**src/rtl/plugboard_ctrl.sv**
```systemverilog
// Enigma plugboard: captures swap pairs in configuration mode and substitutes one-hot letters.
// Optional PLUG_UNDO_EN adds an undo strobe that pops the pending letter or the newest pair.
module plugboard_ctrl #(
  parameter int unsigned MAX_PAIRS = 10,
  parameter int unsigned LETTERS   = 26
) (
  input  logic               CLOCK_50,
  input  logic               reset,
  input  logic               cfg_mode,
  input  logic               key_valid,
  input  logic [LETTERS-1:0] key_in,
  input  logic               clear,
`ifdef PLUG_UNDO_EN
  input  logic               undo,
`endif
  input  logic               in_valid,
  input  logic [LETTERS-1:0] in,
  output logic               out_valid,
  output logic [LETTERS-1:0] out,
  output logic [3:0]         pair_count,
  output logic               pending,
  output logic               err
);

  typedef enum logic [1:0] {IDLE, WAIT_FIRST, WAIT_SECOND} state_t;

  state_t             state_q, state_d;
  logic [LETTERS-1:0] slot_a [MAX_PAIRS];
  logic [LETTERS-1:0] slot_b [MAX_PAIRS];
  logic [LETTERS-1:0] used;
  logic [LETTERS-1:0] first_reg;
  logic [LETTERS-1:0] sub_out;
  logic [LETTERS-1:0] last_mask;
  logic               undo_req;
  logic               commit, drop_last, latch_first, reject;
  logic               key_onehot, full;

  function automatic logic is_onehot(input logic [LETTERS-1:0] v);
    return (v != '0) && ((v & (v - LETTERS'(1))) == '0);
  endfunction

`ifdef PLUG_UNDO_EN
  assign undo_req = undo;
`else
  assign undo_req = 1'b0;
`endif

  assign key_onehot = is_onehot(key_in);
  assign full       = (pair_count == 4'(MAX_PAIRS));
  assign pending    = (state_q == WAIT_SECOND);

  // clear and cfg_mode=0 override everything; an undo that has nothing to remove lets the key through
  always_comb begin
    state_d     = state_q;
    commit      = 1'b0;
    drop_last   = 1'b0;
    latch_first = 1'b0;
    reject      = 1'b0;
    if (clear) begin
      state_d = cfg_mode ? WAIT_FIRST : IDLE;
    end else if (!cfg_mode) begin
      state_d = IDLE;
    end else begin
      case (state_q)
        IDLE: state_d = WAIT_FIRST;
        WAIT_FIRST: begin
          if (undo_req && pair_count != 4'd0) begin
            drop_last = 1'b1;
          end else if (key_valid) begin
            if (key_onehot && (key_in & used) == '0 && !full) begin
              latch_first = 1'b1;
              state_d     = WAIT_SECOND;
            end else begin
              reject = 1'b1;
            end
          end
        end
        WAIT_SECOND: begin
          if (undo_req) begin
            state_d = WAIT_FIRST;
          end else if (key_valid) begin
            if (key_onehot && key_in != first_reg && (key_in & used) == '0) begin
              commit  = 1'b1;
              state_d = WAIT_FIRST;
            end else begin
              reject = 1'b1;
            end
          end
        end
        default: state_d = IDLE;
      endcase
    end
  end

  always_comb begin
    sub_out   = in;
    last_mask = '0;
    for (int unsigned i = 0; i < MAX_PAIRS; i++) begin
      if (4'(i) < pair_count) begin
        if (in == slot_a[i])      sub_out = slot_b[i];
        else if (in == slot_b[i]) sub_out = slot_a[i];
      end
      if (4'(i) == pair_count - 4'd1) last_mask = slot_a[i] | slot_b[i];
    end
  end

  always_ff @(posedge CLOCK_50 or negedge reset) begin
    if (!reset) begin
      state_q    <= IDLE;
      used       <= '0;
      first_reg  <= '0;
      pair_count <= 4'd0;
      err        <= 1'b0;
      out        <= '0;
      out_valid  <= 1'b0;
      for (int unsigned i = 0; i < MAX_PAIRS; i++) begin
        slot_a[i] <= '0;
        slot_b[i] <= '0;
      end
    end else begin
      state_q   <= state_d;
      err       <= reject;
      out_valid <= in_valid;
      if (in_valid) out <= sub_out;

      if (clear) begin
        pair_count <= 4'd0;
        used       <= '0;
        first_reg  <= '0;
      end else if (commit) begin
        for (int unsigned i = 0; i < MAX_PAIRS; i++) begin
          if (4'(i) == pair_count) begin
            slot_a[i] <= first_reg;
            slot_b[i] <= key_in;
          end
        end
        pair_count <= pair_count + 4'd1;
        used       <= used | first_reg | key_in;
      end else if (drop_last) begin
        for (int unsigned i = 0; i < MAX_PAIRS; i++) begin
          if (4'(i) == pair_count - 4'd1) begin
            slot_a[i] <= '0;
            slot_b[i] <= '0;
          end
        end
        pair_count <= pair_count - 4'd1;
        used       <= used & ~last_mask;
      end else if (latch_first) begin
        first_reg <= key_in;
      end
    end
  end

endmodule

```
**config.mk**
```make
export PLATFORM = sky130hd
export DESIGN_NAME = plugboard_ctrl
export DESIGN_NICKNAME = d
export VERILOG_FILES = /design/src/rtl/plugboard_ctrl.sv
export SDC_FILE = /design/constraint.sdc
export NUM_CORES = 2
export LEC_CHECK = 0
export CAP_MARGIN = 30
export CORE_ASPECT_RATIO = 1.4
export CORE_MARGIN = 2
export CORE_UTILIZATION = 50
export DETAILED_ROUTE_END_ITERATION = 7
export PLACE_DENSITY_LB_ADDON = 0.05
export SLEW_MARGIN = 20
export SYNTH_ARGS = -nofsm -noshare
export SYNTH_HDL_FRONTEND = slang
export SYNTH_SLANG_ARGS = --single-unit
```
**constraint.sdc**
```tcl
create_clock -name CLOCK_50 -period 2.97 [get_ports CLOCK_50]
set_input_delay 0.594 -clock CLOCK_50 [delete_from_list [all_inputs] [get_ports CLOCK_50]]
set_output_delay 0.594 -clock CLOCK_50 [all_outputs]
set_load 0.02 [all_outputs]
```
**After elaboration in Yosys (flattened, before gate mapping)**

Index checks and enable logic that the tools add are counted.

- Add/sub/neg operators: 2
- Order comparisons: 10
- Equal/unequal tests: 38
- Multiplexer cells: 84
- Bitwise logic cells: 5
- Reductions and logical operators: 25

Operators by type and width:

| operator | number |
|---|---|
| $mux 26 | 55 |
| $eq 26x26->1 | 20 |
| $mux 260 | 2 |
| $and 26x26->26 | 2 |
| $logic_not 26->1 | 2 |
| $or 26x26->26 | 2 |
| $reduce_and 3->1 | 10 |
| $ne 26x26->1 | 1 |
| $reduce_bool 26->1 | 1 |
| $sub 26x1->26 const B | 1 |
| $mux 1 | 17 |
| $eq 3x4->1 const A | 4 |
| $lt 3x4->1 const A | 4 |
| $mux 2 | 6 |
| $ne 4x4->1 const B | 3 |
| $eq 2x4->1 const A | 2 |
| $eq 4x4->1 const A | 2 |
| $lt 1x4->1 const A | 2 |
| $lt 2x4->1 const A | 2 |
| $lt 4x4->1 const A | 2 |
| $mux 4 | 2 |
| $pmux 2 s3 | 1 |
| $logic_and 1x1->1 | 5 |
| $add 4x1->4 const B | 1 |
| other kinds (14) | 15 |

- Register bits after elaboration: 606
- Input port bits: 58
- Output and inout port bits: 33
- Word-level logic and storage cells: 191

**Depth between registers and ports, before layout**

- Depth after elaboration: 31
- Depth in mapped cells: 15
- Gate-level depth less buffers: 10

**Least setup slack after synthesis**

Ideal clock, no wire load.

- Path kind: input to register
- From: in key_in[7]
- To: reg slot_b[229] (netlist bit)
- Library setup time: 0.125 ns
- Data arrival time: 3.386 ns
- Required time: 2.845 ns
- Path slack: -0.541 ns
- Cell stages on the path: 12
- Buffers on the path: 3
- Cell sequence: buf_2 > nor4_2 > nand2_1 > maj3_2 > or4_1 > a21oi_1 > nand4_1 > nor3_2 > and3_1 > buf_2 > buf_2 > mux2_2

- Longest elaborated chain between the ends: 12
- Elaborated cells on any way between the ends: 16
- Classes of those cells: 1 x add/sub; 1 x eq/ne; 5 x mux; 2 x bitwise; 7 x reduce/logical

RTL lines:

| item | line | RTL |
|---|---|---|
| start, declared | 11 | `input logic [LETTERS-1:0] key_in,` |
| $sub 26x1->26 | 39 | `return (v != '0) && ((v & (v - LETTERS'(1))) == '0);` |
| $and 26x26->26 | 39 |  |
| $logic_not 26->1 | 39 |  |
| $logic_and 1x1->1 | 39 |  |
| $logic_and 1x1->1 | 82 | `if (key_onehot && key_in != first_reg && (key_in & used) == '0) begin` |
| $logic_and 1x1->1 * | 82 |  |
| $mux 1 * | 82 |  |
| $mux 1 * | 81 | `end else if (key_valid) begin` |
| $mux 1 * | 64 | `case (state_q)` |
| $mux 1 * | 61 | `end else if (!cfg_mode) begin` |
| $mux 1 * | 59 | `if (clear) begin` |
| $reduce_and 3->1 (no line) * | n/a |  |
| end signal, assigned by index | 134 | `slot_b[i] <= key_in;` |
| end, declared | 29 | `logic [LETTERS-1:0] slot_b [MAX_PAIRS];` |

Mark *: on every way between the ends. The rest lies on a longest branch, timed or not.
A chain may end at the register's enable or synchronous reset.

**Worst setup path after layout**

- From: in in[20]
- To: reg out[4]

- Longest elaborated chain between the ends: 31
- Elaborated cells on any way between the ends: 50
- Classes of those cells: 20 x eq/ne; 30 x mux

RTL lines:

| item | line | RTL |
|---|---|---|
| start, declared | 17 | `input logic [LETTERS-1:0] in,` |
| $eq 26x26->1 | 101 | `else if (in == slot_b[i]) sub_out = slot_a[i];` |
| $mux 26 | 101 |  |
| $mux 26 | 100 | `if (in == slot_a[i]) sub_out = slot_b[i];` |
| $mux 26 | 99 | `if (4'(i) < pair_count) begin` |
| $mux 26 | 101 |  |
| $mux 26 | 100 |  |
| $mux 26 | 99 |  |
| $mux 26 | 101 |  |
| [... 15 more ...] | n/a |  |
| $mux 26 | 100 |  |
| $mux 26 | 99 |  |
| $mux 26 | 101 |  |
| $mux 26 | 100 |  |
| $mux 26 | 99 |  |
| $mux 26 | 101 |  |
| $mux 26 | 100 |  |
| $mux 26 * | 99 |  |
| end signal, assigned | 124 | `if (in_valid) out <= sub_out;` |
| end, declared | 19 | `output logic [LETTERS-1:0] out,` |

Marks and branches as above.

==> run summary <==
Place WS: -1.615 ns
Cell count after synthesis: 3,494
Count of maximum capacitance violations: 0
Min-Delay Path Class: input pin to register
Unrepaired setup endpoints after global routing: true
Startpoint Class: input pin
YS warnings: 0
Crit-path max cell delay: 0.45 ns
Avg WL per Cell: 37.10 um
Die Area: 74,950 sq um
Nets: 4,568
CP Launch Point: in[20]
Clk_lat worst skew: 0.64 ns
Area growth syn-to-layout: 44.74%
Max VDD drop: 384.4 uV
Worst EP required: 3.54 ns
Final setup vio count: 593
Total gr overflow: 0
Initial core utilization: 50.30%
Critical Setup Path Class: input pin to register
Mean Syn Cell Area: 10.41 sq um
Slew HR: 40.60%
Core ar.: 72,320 sq um
Crit path max fanout: 10
Largest registers: slot_a (260), slot_b (260)
PortBufs: 90
Net count after synthesis: 3,557
Commonest non-fill, non-tap cell in the layout: buf_4
Maximum clock frequency: 283.7 MHz
CTS H-tree lvls: 3
Endpoints failing hold: 0
Lkg Pwr: 24.91 nW
Final period util: 118.7%
Cell Rows: 117
Die height: 323.1 um
Register area share after synthesis: 41.69%
Placer congestion estimate: 1.089
Most frequent cells in the layout: 941 x buf_4, 603 x dfrtp_1, 295 x mux2_2, 281 x xor2_1, 240 x xnor2_1
Total track usage: 52.60%
Critical path destination: out[4]
Worst r2r src: slot_b[176]
Main synth FF type: dfrtp_1
First-pass GRT wire length: 274.4 mm
Failing checks: negative setup slack
CTS tree: built
Via density: 6.890
Power per cell area: 373.8 nW/um^2
Yosys reg bits: 606
Clock root buffer: clkbuf_16
Worst path slowest cell: nor4_4
Core Util, Final: 72.80%
R2r worst-path depth: 13
Slew Limit Fails: 0
Cts bufs inserted: 68
CP endpoint kind: register
Cell family with most CP delay: simple AND/OR/NAND/NOR gates
CTS Sinks: 606
Crit. path cell count: 16
Most frequent CP cell: buf_4
DRT Pass-1 Iters: 8
CTS Buffer Depth: 3
Initial antenna violation count: 32
Pin count of the biggest net entering global routing: 95
Crit path arrival time: 4.09 ns
Post-synth EDFFs: 0
Fraction of registers with async set/reset: 100.0%
Tmin final: 3.525 ns
# DRC: 0
Clk slew on worst S/H paths: 0.07 ns
Buffers & Inverters on Critical Path: 6
Synthesized area: 36,370 sq um
Post-DP HPWL: 139.2 mm
Drt initial violations: 6,075
CP Cell Sequence: buf_2 > buf_12 > buf_4 > xor2_1 > nor4_1 > nand3_1 > nor4_4 > buf_6 > nand3_1 > a21boi_0 > buf_4 > o221ai_1 > nor3_4 > nor2_1 > buf_4 > o221a_4
Worst-Margin Slew: 0.8842 ns
Run status: finished, violations left
I/O pin cnt: 91
Routed Antenna Nets: 0
Setup ws final: -0.5547 ns
Die X: 232.0 um
Post-Route WL: 205.7 mm
Count of cell types in the netlist: 74
Fraction of layout cells with a size suffix above 1: 46.03%
FF-to-FF End: out[4]
Vias in the first global route: 36,322
Vias: 38,197
Setup slack, reg-to-reg: -0.55 ns
Final Skew: 0.02218 ns
==> metrics by stage <==
stage	power [mW]	cell area (sq um)	instances	hold slack, ns	TNS [ns]
2_1_floorplan	9.264	37640	3494	0.2984	-182.14
3_3_place_gp	10.64	46460	5269	0.4798	-656.95
3_5_place_dp	10.65	46460	5269	0.5055	-671.65
4_1_cts	19.47	50440	5423	0.2602	-66.03
5_1_grt	19.97	52590	5519	0.2849	-157.78
6_report	19.68	52650	5544	0.2913	-137.01
==> timing repair <==
action                                  in CTS  in global routing
gates cloned                                11                 40
pin swaps                                   91                 96
endpoints found under the setup margin     602                604
buffers inserted                            33                 49
hold buffers                                 1                  0
hold endpoints to repair                    32                  0
resized for setup                          279                229
==> metal layers <==
metal  track usage [%]  share of wire [%]
met2             72.33                 40
met5            0.9766              0.030
met1             65.38                 34
met3             18.34                 15
met4             45.07                 11
==> worst register-to-register path: stages (launching register included) <==
cell      delay [ns]
dfrtp_1         0.42
xor2_1          0.28
nor4_1          0.44
nand3_1         0.24
nor4_4          0.45
buf_6           0.20
nand3_1         0.07
a21boi_0        0.12
buf_4           0.19
o221ai_1        0.44
nor3_4          0.07
nor2_1          0.14
buf_4           0.18
o221a_4         0.19
==> worst min path at each step <==
stage,from,to,depth (start not counted)
finish,clear,pair_count[2],2
floorplan,reset,err,0
detailed placement,used[4],used[4],2
global placement,used[17],used[17],2
global route,clear,pair_count[2],2
CTS,clear,pair_count[2],2
==> logic make-up after synthesis <==
kind of cell               count (synthesis)  synth area share (%)
xor gates and xnor gates                 547                 13.17
DFF                                      606                 41.69
adders and majority gates                  7                0.2305
muxes                                    527                 16.75
buffers and inverters                    361                 4.492
AOI/OAI and AO/OA                        738                 13.81
and+or+nand+nor                          708                 9.859
==> cell type report <==
cell class / count / area [sq um]
multi-input combinational: 2529 / 22080
fill: 5030 / 19670
antenna: 41 / 102.6
sequential: 606 / 15170
clock inverter: 17 / 225.2
tap: 952 / 1191
timing repair buffer: 1247 / 11660
clock buffer: 99 / 2022
inverter: 53 / 198.9
==> Yosys cell counts (all sizes together) (5+ instances only) <==
library cell	n	area share, %
nor3	54	0.78
a21oi	170	2.3
o21a	9	0.19
o2bb2ai	5	0.12
a221oi	16	0.39
nor2	174	1.8
a22oi	53	1.1
ha	5	0.17
a2111oi	18	0.43
dfrtp	606	42
nand2	171	1.8
nand3b	9	0.19
buf	120	2.0
inv	50	0.52
o22a	27	0.65
clkbuf	188	1.9
a22o	57	1.4
o21ai	119	1.6
o211ai	16	0.33
xor2	286	6.9
a21boi	22	0.45
mux2i	18	0.50
nand2b	5	0.086
nand3	61	0.98
a21o	6	0.12
and3	21	0.36
a31oi	9	0.15
a32oi	9	0.22
o221a	18	0.56
a211oi	32	0.66
or2	22	0.38
and2	5	0.086
nor4	84	1.5
mux2	509	16
nand4	77	1.4
o31ai	10	0.21
o221ai	46	1.1
or3	10	0.17
xnor2	261	6.3
o22ai	81	1.4
a2bb2oi	5	0.12
==> report_power, final <==
group          switching [mW]  total, mW  internal [mW]  leakage, nW
Combinational            1.56       2.43          0.871         15.4
Sequential             0.0463       8.34           8.29         8.38
Clock                    3.76       8.91           5.15         1.10
Total                    5.37       19.7           14.3         24.9
No activity file was read; power rests on OpenSTA's default activity.
